==> src/rtl/cep_defines.vh <==
// Shared CEP definitions: packet width, class bit position, arbiter
// credit default and round-robin pointer encoding.
`ifndef CEP_DEFINES_VH
`define CEP_DEFINES_VH

`define CEP_DATA_WIDTH    32
`define CEP_IS_REQ        31
`define CEP_ARB_CREDITS   8
`define CEP_ARB_LAST_REQ  1'b0
`define CEP_ARB_LAST_RESP 1'b1

`endif

==> src/rtl/cep_link_arb_pkg.sv <==
// cep_link_arb_pkg
//   Types and constants shared by the CEP link arbiter and its bench.
//   DATA_W / IS_REQ_BIT mirror cep_defines.vh; last_e is the round-robin
//   pointer (which class was granted most recently).
`include "cep_defines.vh"

package cep_link_arb_pkg;

  localparam int DATA_W       = `CEP_DATA_WIDTH;
  localparam int IS_REQ_BIT   = `CEP_IS_REQ;
  localparam int CREDITS_DFLT = `CEP_ARB_CREDITS;

  typedef enum logic {
    LAST_REQ  = `CEP_ARB_LAST_REQ,
    LAST_RESP = `CEP_ARB_LAST_RESP
  } last_e;

  // True when the packet's class bit disagrees with the port it arrived on.
  function automatic logic class_mismatch(input logic [DATA_W-1:0] pkg,
                                          input logic              is_req_port);
    return pkg[IS_REQ_BIT] != is_req_port;
  endfunction

endpackage

==> src/rtl/cep_credit_counter.sv <==
// cep_credit_counter
//   Per-class credit counter. Starts (and resets) full at CREDITS,
//   decrements on a grant, increments on a returned credit. A return while
//   already full saturates and raises overflow for that cycle.
// Ports:
//   clk, rst_n  - clock, synchronous active-low reset
//   inc         - credit returned by the far side
//   dec         - packet granted (caller guarantees cnt > 0)
//   cnt         - current credit count
//   overflow    - combinational: return with counter full and no grant
module cep_credit_counter #(
  parameter int CREDITS = 8,
  parameter int CNT_W   = 4
) (
  input  logic             clk,
  input  logic             rst_n,
  input  logic             inc,
  input  logic             dec,
  output logic [CNT_W-1:0] cnt,
  output logic             overflow
);

  localparam logic [CNT_W-1:0] MAX = CNT_W'(CREDITS);

  assign overflow = inc && !dec && (cnt == MAX);

  always_ff @(posedge clk) begin
    if (!rst_n) begin
      cnt <= MAX;
    end else if (inc && !dec && (cnt != MAX)) begin
      cnt <= cnt + CNT_W'(1);
    end else if (dec && !inc) begin
      cnt <= cnt - CNT_W'(1);
    end
  end

endmodule

==> src/rtl/cep_link_arb.sv <==
// cep_link_arb
//   Credit-based two-class (request/response) arbiter feeding one link
//   output register. One-cycle latency from acceptance to out_valid and
//   bubble-free at full rate: the register reloads in the same cycle it
//   drains. A class is eligible when valid with credits > 0.
// Build option:
//   CEP_ARB_RESP_PRIO_EN - responses always win over requests; otherwise
//                          round-robin between the two classes.
// Ports:
//   clk, rst_n                    - clock, synchronous active-low reset
//   req_valid/req_pkg/req_ready   - request-class input handshake
//   resp_valid/resp_pkg/resp_ready- response-class input handshake
//   out_valid/out_pkg/out_ready   - link output handshake
//   req_credit_ret/resp_credit_ret- one credit returned per high cycle
//   credit_err                    - sticky: credit overflow or class mismatch
//
// Round-robin pointer:
//   state     | meaning
//   LAST_REQ  | request class granted last; response wins the next tie
//   LAST_RESP | response class granted last (reset); request wins next tie
`include "cep_defines.vh"

module cep_link_arb
  import cep_link_arb_pkg::*;
#(
  parameter int CREDITS = `CEP_ARB_CREDITS,
  parameter int CNT_W   = 4
) (
  input  logic              clk,
  input  logic              rst_n,
  input  logic              req_valid,
  input  logic [DATA_W-1:0] req_pkg,
  output logic              req_ready,
  input  logic              resp_valid,
  input  logic [DATA_W-1:0] resp_pkg,
  output logic              resp_ready,
  output logic              out_valid,
  output logic [DATA_W-1:0] out_pkg,
  input  logic              out_ready,
  input  logic              req_credit_ret,
  input  logic              resp_credit_ret,
  output logic              credit_err
);

  logic [CNT_W-1:0] req_cnt;
  logic [CNT_W-1:0] resp_cnt;
  logic             req_ovf;
  logic             resp_ovf;
  logic             req_elig;
  logic             resp_elig;
  logic             load_ok;
  logic             grant_req;
  logic             grant_resp;
  logic             mismatch;

  assign req_elig  = req_valid  && (req_cnt  != '0);
  assign resp_elig = resp_valid && (resp_cnt != '0);

  // Gating with rst_n keeps both readies low throughout reset.
  assign load_ok = rst_n && (!out_valid || out_ready);

`ifdef CEP_ARB_RESP_PRIO_EN
  assign grant_resp = load_ok && resp_elig;
  assign grant_req  = load_ok && req_elig && !resp_elig;
`else
  last_e last_q;

  assign grant_req  = load_ok && req_elig && (!resp_elig || (last_q == LAST_RESP));
  assign grant_resp = load_ok && resp_elig && !grant_req;

  always_ff @(posedge clk) begin
    if (!rst_n) begin
      last_q <= LAST_RESP;
    end else if (grant_req) begin
      last_q <= LAST_REQ;
    end else if (grant_resp) begin
      last_q <= LAST_RESP;
    end
  end
`endif

  assign req_ready  = grant_req;
  assign resp_ready = grant_resp;

  // Mismatched packets are still forwarded; only the error flag records it.
  assign mismatch = (grant_req  && class_mismatch(req_pkg,  1'b1)) ||
                    (grant_resp && class_mismatch(resp_pkg, 1'b0));

  cep_credit_counter #(
    .CREDITS (CREDITS),
    .CNT_W   (CNT_W)
  ) u_req_cnt (
    .clk      (clk),
    .rst_n    (rst_n),
    .inc      (req_credit_ret),
    .dec      (grant_req),
    .cnt      (req_cnt),
    .overflow (req_ovf)
  );

  cep_credit_counter #(
    .CREDITS (CREDITS),
    .CNT_W   (CNT_W)
  ) u_resp_cnt (
    .clk      (clk),
    .rst_n    (rst_n),
    .inc      (resp_credit_ret),
    .dec      (grant_resp),
    .cnt      (resp_cnt),
    .overflow (resp_ovf)
  );

  always_ff @(posedge clk) begin
    if (!rst_n) begin
      out_valid  <= 1'b0;
      out_pkg    <= '0;
      credit_err <= 1'b0;
    end else begin
      if (grant_req) begin
        out_valid <= 1'b1;
        out_pkg   <= req_pkg;
      end else if (grant_resp) begin
        out_valid <= 1'b1;
        out_pkg   <= resp_pkg;
      end else if (out_ready) begin
        out_valid <= 1'b0;
      end
      credit_err <= credit_err || req_ovf || resp_ovf || mismatch;
    end
  end

endmodule

==> config.mk <==
export PLATFORM = sky130hd
export DESIGN_NAME = cep_link_arb
export DESIGN_NICKNAME = d
export VERILOG_FILES = /design/src/rtl/cep_link_arb_pkg.sv /design/src/rtl/cep_credit_counter.sv /design/src/rtl/cep_link_arb.sv
export VERILOG_INCLUDE_DIRS = /design/src /design/src/rtl
export SDC_FILE = /design/constraint.sdc
export NUM_CORES = 1
export LEC_CHECK = 0
export ABC_CLOCK_PERIOD_IN_PS = 5750
export BUFFER_PORTS_ARGS = -buffer_cell sky130_fd_sc_hd__buf_2
export CORE_ASPECT_RATIO = 1.2
export CORE_MARGIN = 2
export CORE_UTILIZATION = 51
export DETAILED_ROUTE_END_ITERATION = 10
export PLACE_DENSITY = 0.84
export SYNTH_ARGS = -nofsm -noshare
export SYNTH_HDL_FRONTEND = slang
export SYNTH_SLANG_ARGS = --single-unit
==> constraint.sdc <==
create_clock -name clk -period 5.75 [get_ports clk]
set_clock_uncertainty 0.05 [all_clocks]
set_input_delay 0.8625 -clock clk [delete_from_list [all_inputs] [get_ports clk]]
set_output_delay 0.8625 -clock clk [all_outputs]
set_load 0.05 [all_outputs]
==> results.json <==
{
  "status": "complete, no violations",
  "cts_tree": "done",
  "synth-seq-cells": 43,
  "grt_max_degree": 42,
  "finalSetupViolCount": 0,
  "nets": 403,
  "critical_path.slowest_cell": "o2111ai_4",
  "critPathMaxFanout": 28,
  "start_kind": "primary input",
  "slew_violations": 0,
  "reg2reg_setup_slack_ns": 2.75,
  "post-dp-hpwl_um": 3850,
  "power.density_cell_area_nw_per_um2": 403,
  "avgSynthCellArea_sq_um": 10.5,
  "stdcell_area_sq_um": 2970,
  "avgViaCountPerCell": 5.20,
  "initial_utilization": 0.522,
  "ir_drop_mv": 0.314,
  "area_growth_pct": 25.7,
  "cellLeakagePower_nw": 1.50,
  "cts-root-buf": "clkbuf_8",
  "num_io_pins": 107,
  "crit_start": "rst_n",
  "postRouteAntennaNets": 0,
  "syn_inst": 226,
  "tightest_slew_ns": 1.07,
  "drive_gt1_frac": 0.471,
  "cap_violations": 0,
  "crit_end": "req_ready",
  "grt-ovfl-total": 0,
  "crit_path_cell_trace": "buf_2 > o2111ai_4 > inv_2 > buf_2",
  "crit_top_cell": "buf_2",
  "layout_common_cells": "106 x buf_2, 43 x dfxtp_1, 39 x mux2i_1",
  "cts_made_buffers": 5,
  "yosysUniqueCellTypes": 31,
  "wl_per_cell_um": 13.3,
  "crit_family": "buffers and inverters",
  "critPathRequiredTime_ns": 4.84,
  "postLayoutCoreUtil": 0.657,
  "fin_setup_tns_ns": 0,
  "drtPass1Iterations": 4,
  "worstSetupEndpointType": "primary output",
  "ctsHtreeMaxLevel": 2,
  "max_freq_mhz": 315,
  "hold_slack_ns": 0.461,
  "syn-num-nets": 303,
  "criticalPathCategory": "primary input to primary output",
  "gp_congestion": 0.822,
  "coreArea_sq_um": 4530,
  "power.total_w": 0.00120,
  "grt_usage": 0.196,
  "max_stage_delay_ns": 0.52,
  "relSlewSlack": 0.288,
  "die_w_um": 66.2,
  "crit_arrival_ns": 2.26,
  "rr_worst_depth": 8,
  "insertion_delay_ns": 0.29,
  "fin_crit_ns": 3.18,
  "cts_resized": 0,
  "num_vias": 2002,
  "cp_num_cells": 4,
  "synth_area_sq_um": 2360,
  "layout_commonest_cell": "buf_2",
  "reg2reg_from": "u_resp_cnt.cnt[0]$_SDFFE_PN0P_",
  "grt_pass1_vias": 1862,
  "grt_first_pass_wirelength_um": 7970,
  "yosys_warnings": 0,
  "antenna_found_initial": 0,
  "hold_path.class": "register to register",
  "holdBufCountCts": 0,
  "dieHeight_um": 78.6,
  "die-area_sq_um": 5200,
  "rsz0062_at_grt": "no",
  "cts.sinks": 43,
  "r2r-end": "u_req_cnt.cnt[3]$_SDFFE_PN1P_",
  "hold_viol": 0,
  "rows": 27,
  "drc": 0,
  "clkTransAtPathRegs_ns": 0.08,
  "post_cts_buffers": 0,
  "max-clock-path-buffers": 2,
  "fin_crit_sh": 0.552,
  "placed_cell_area_sq_um": 2890,
  "antenna_cells": 0,
  "io_buffers": 106,
  "yosysSeqAreaShare": 0.364,
  "crit_buf_inv": 3,
  "routed_wirelength_um": 5130,
  "drt_iter0_drc": 72
}
==> logic make-up (layout without fill, tap and decap cells) <==
group | count (synthesis) | after routing | synth area share
simple gates | 60 | 60 | 0.112
xor+xnor | 4 | 4 | 0.0148
flops | 43 | 43 | 0.364
buf+inv | 22 | 123 | 0.0561
compound gates | 50 | 50 | 0.241
mux | 41 | 41 | 0.175
fa+ha+maj | 6 | 6 | 0.0381
==> synthesized netlist by cell type <==
cell	n	area, sq um
o2111ai_2	2	30.0
fa_1	2	40.0
o22ai_1	2	12.5
a31oi_1	2	12.5
xnor2_1	4	35.0
nand3_1	2	10.0
o41ai_2	2	32.5
buf_1	1	3.75
inv_1	4	15.0
ha_1	4	50.1
mux2i_1	39	390
o21ai_0	1	5.00
nand3_2	1	10.0
nor4b_1	2	17.5
clkbuf_1	3	11.3
inv_2	2	7.51
mux2_1	2	22.5
nand2b_1	5	31.3
o41a_1	3	33.8
buf_6	3	33.8
a211oi_2	32	400
a21oi_1	2	10.0
and3_1	3	18.8
nand2_1	13	48.8
buf_2	1	5.00
buf_4	7	52.6
o32ai_1	2	17.5
nor2_1	34	128
a211oi_1	2	15.0
dfxtp_1	43	861
clkinv_1	1	3.75
==> metrics by stage <==
stage	std cells	worst slack, ns
final	385	2.57
after floorplan	226	2.80
after CTS	385	2.55
after global placement	377	2.42
after global routing	385	2.37
after detailed placement	377	2.32
==> power breakdown <==
group	internal [W]	switching (W)
registers	0.000364	0.0000669
clock network	0.0000849	0.000101
logic	0.000220	0.000360
==> worst min path at each step <==
stage                                        startpoint  slack (ns)  depth (start not counted)                             to
after floorplan           u_req_cnt.cnt[3]$_SDFFE_PN1P_        0.45                          2  u_req_cnt.cnt[3]$_SDFFE_PN1P_
after global placement            credit_err$_SDFF_PN0_        0.42                          1          credit_err$_SDFF_PN0_
after detailed placement          credit_err$_SDFF_PN0_        0.45                          1          credit_err$_SDFF_PN0_
after CTS                         credit_err$_SDFF_PN0_        0.48                          1          credit_err$_SDFF_PN0_
after global routing              credit_err$_SDFF_PN0_        0.50                          1          credit_err$_SDFF_PN0_
final                             credit_err$_SDFF_PN0_        0.46                          1          credit_err$_SDFF_PN0_
==> registers in the layout (all words and copies together) (netlist names) <==
name            flops
out_pkg            32
u_req_cnt.cnt       4
u_resp_cnt.cnt      4
credit_err          1
last_q              1
out_valid           1
==> final cells by class <==
class / instances / area [sq um]
fill: 363 / 1550
tap: 58 / 72.6
timing repair buffer: 108 / 546
clock inverter: 2 / 12.5
inverter: 7 / 26.3
multi-input combinational: 161 / 1380
clock buffer: 6 / 72.6
sequential: 43 / 861
==> routing by layer <==
metal	GRT usage	part of all wire	up-vias
li1	-	-	1022
met1	0.211	0.41	902
met2	0.365	0.51	73
met3	0.0444	0.069	5
met4	0.0714	0.0086	0
met5	0	0	-
Note: power is estimated with default switching activity, not from simulation.
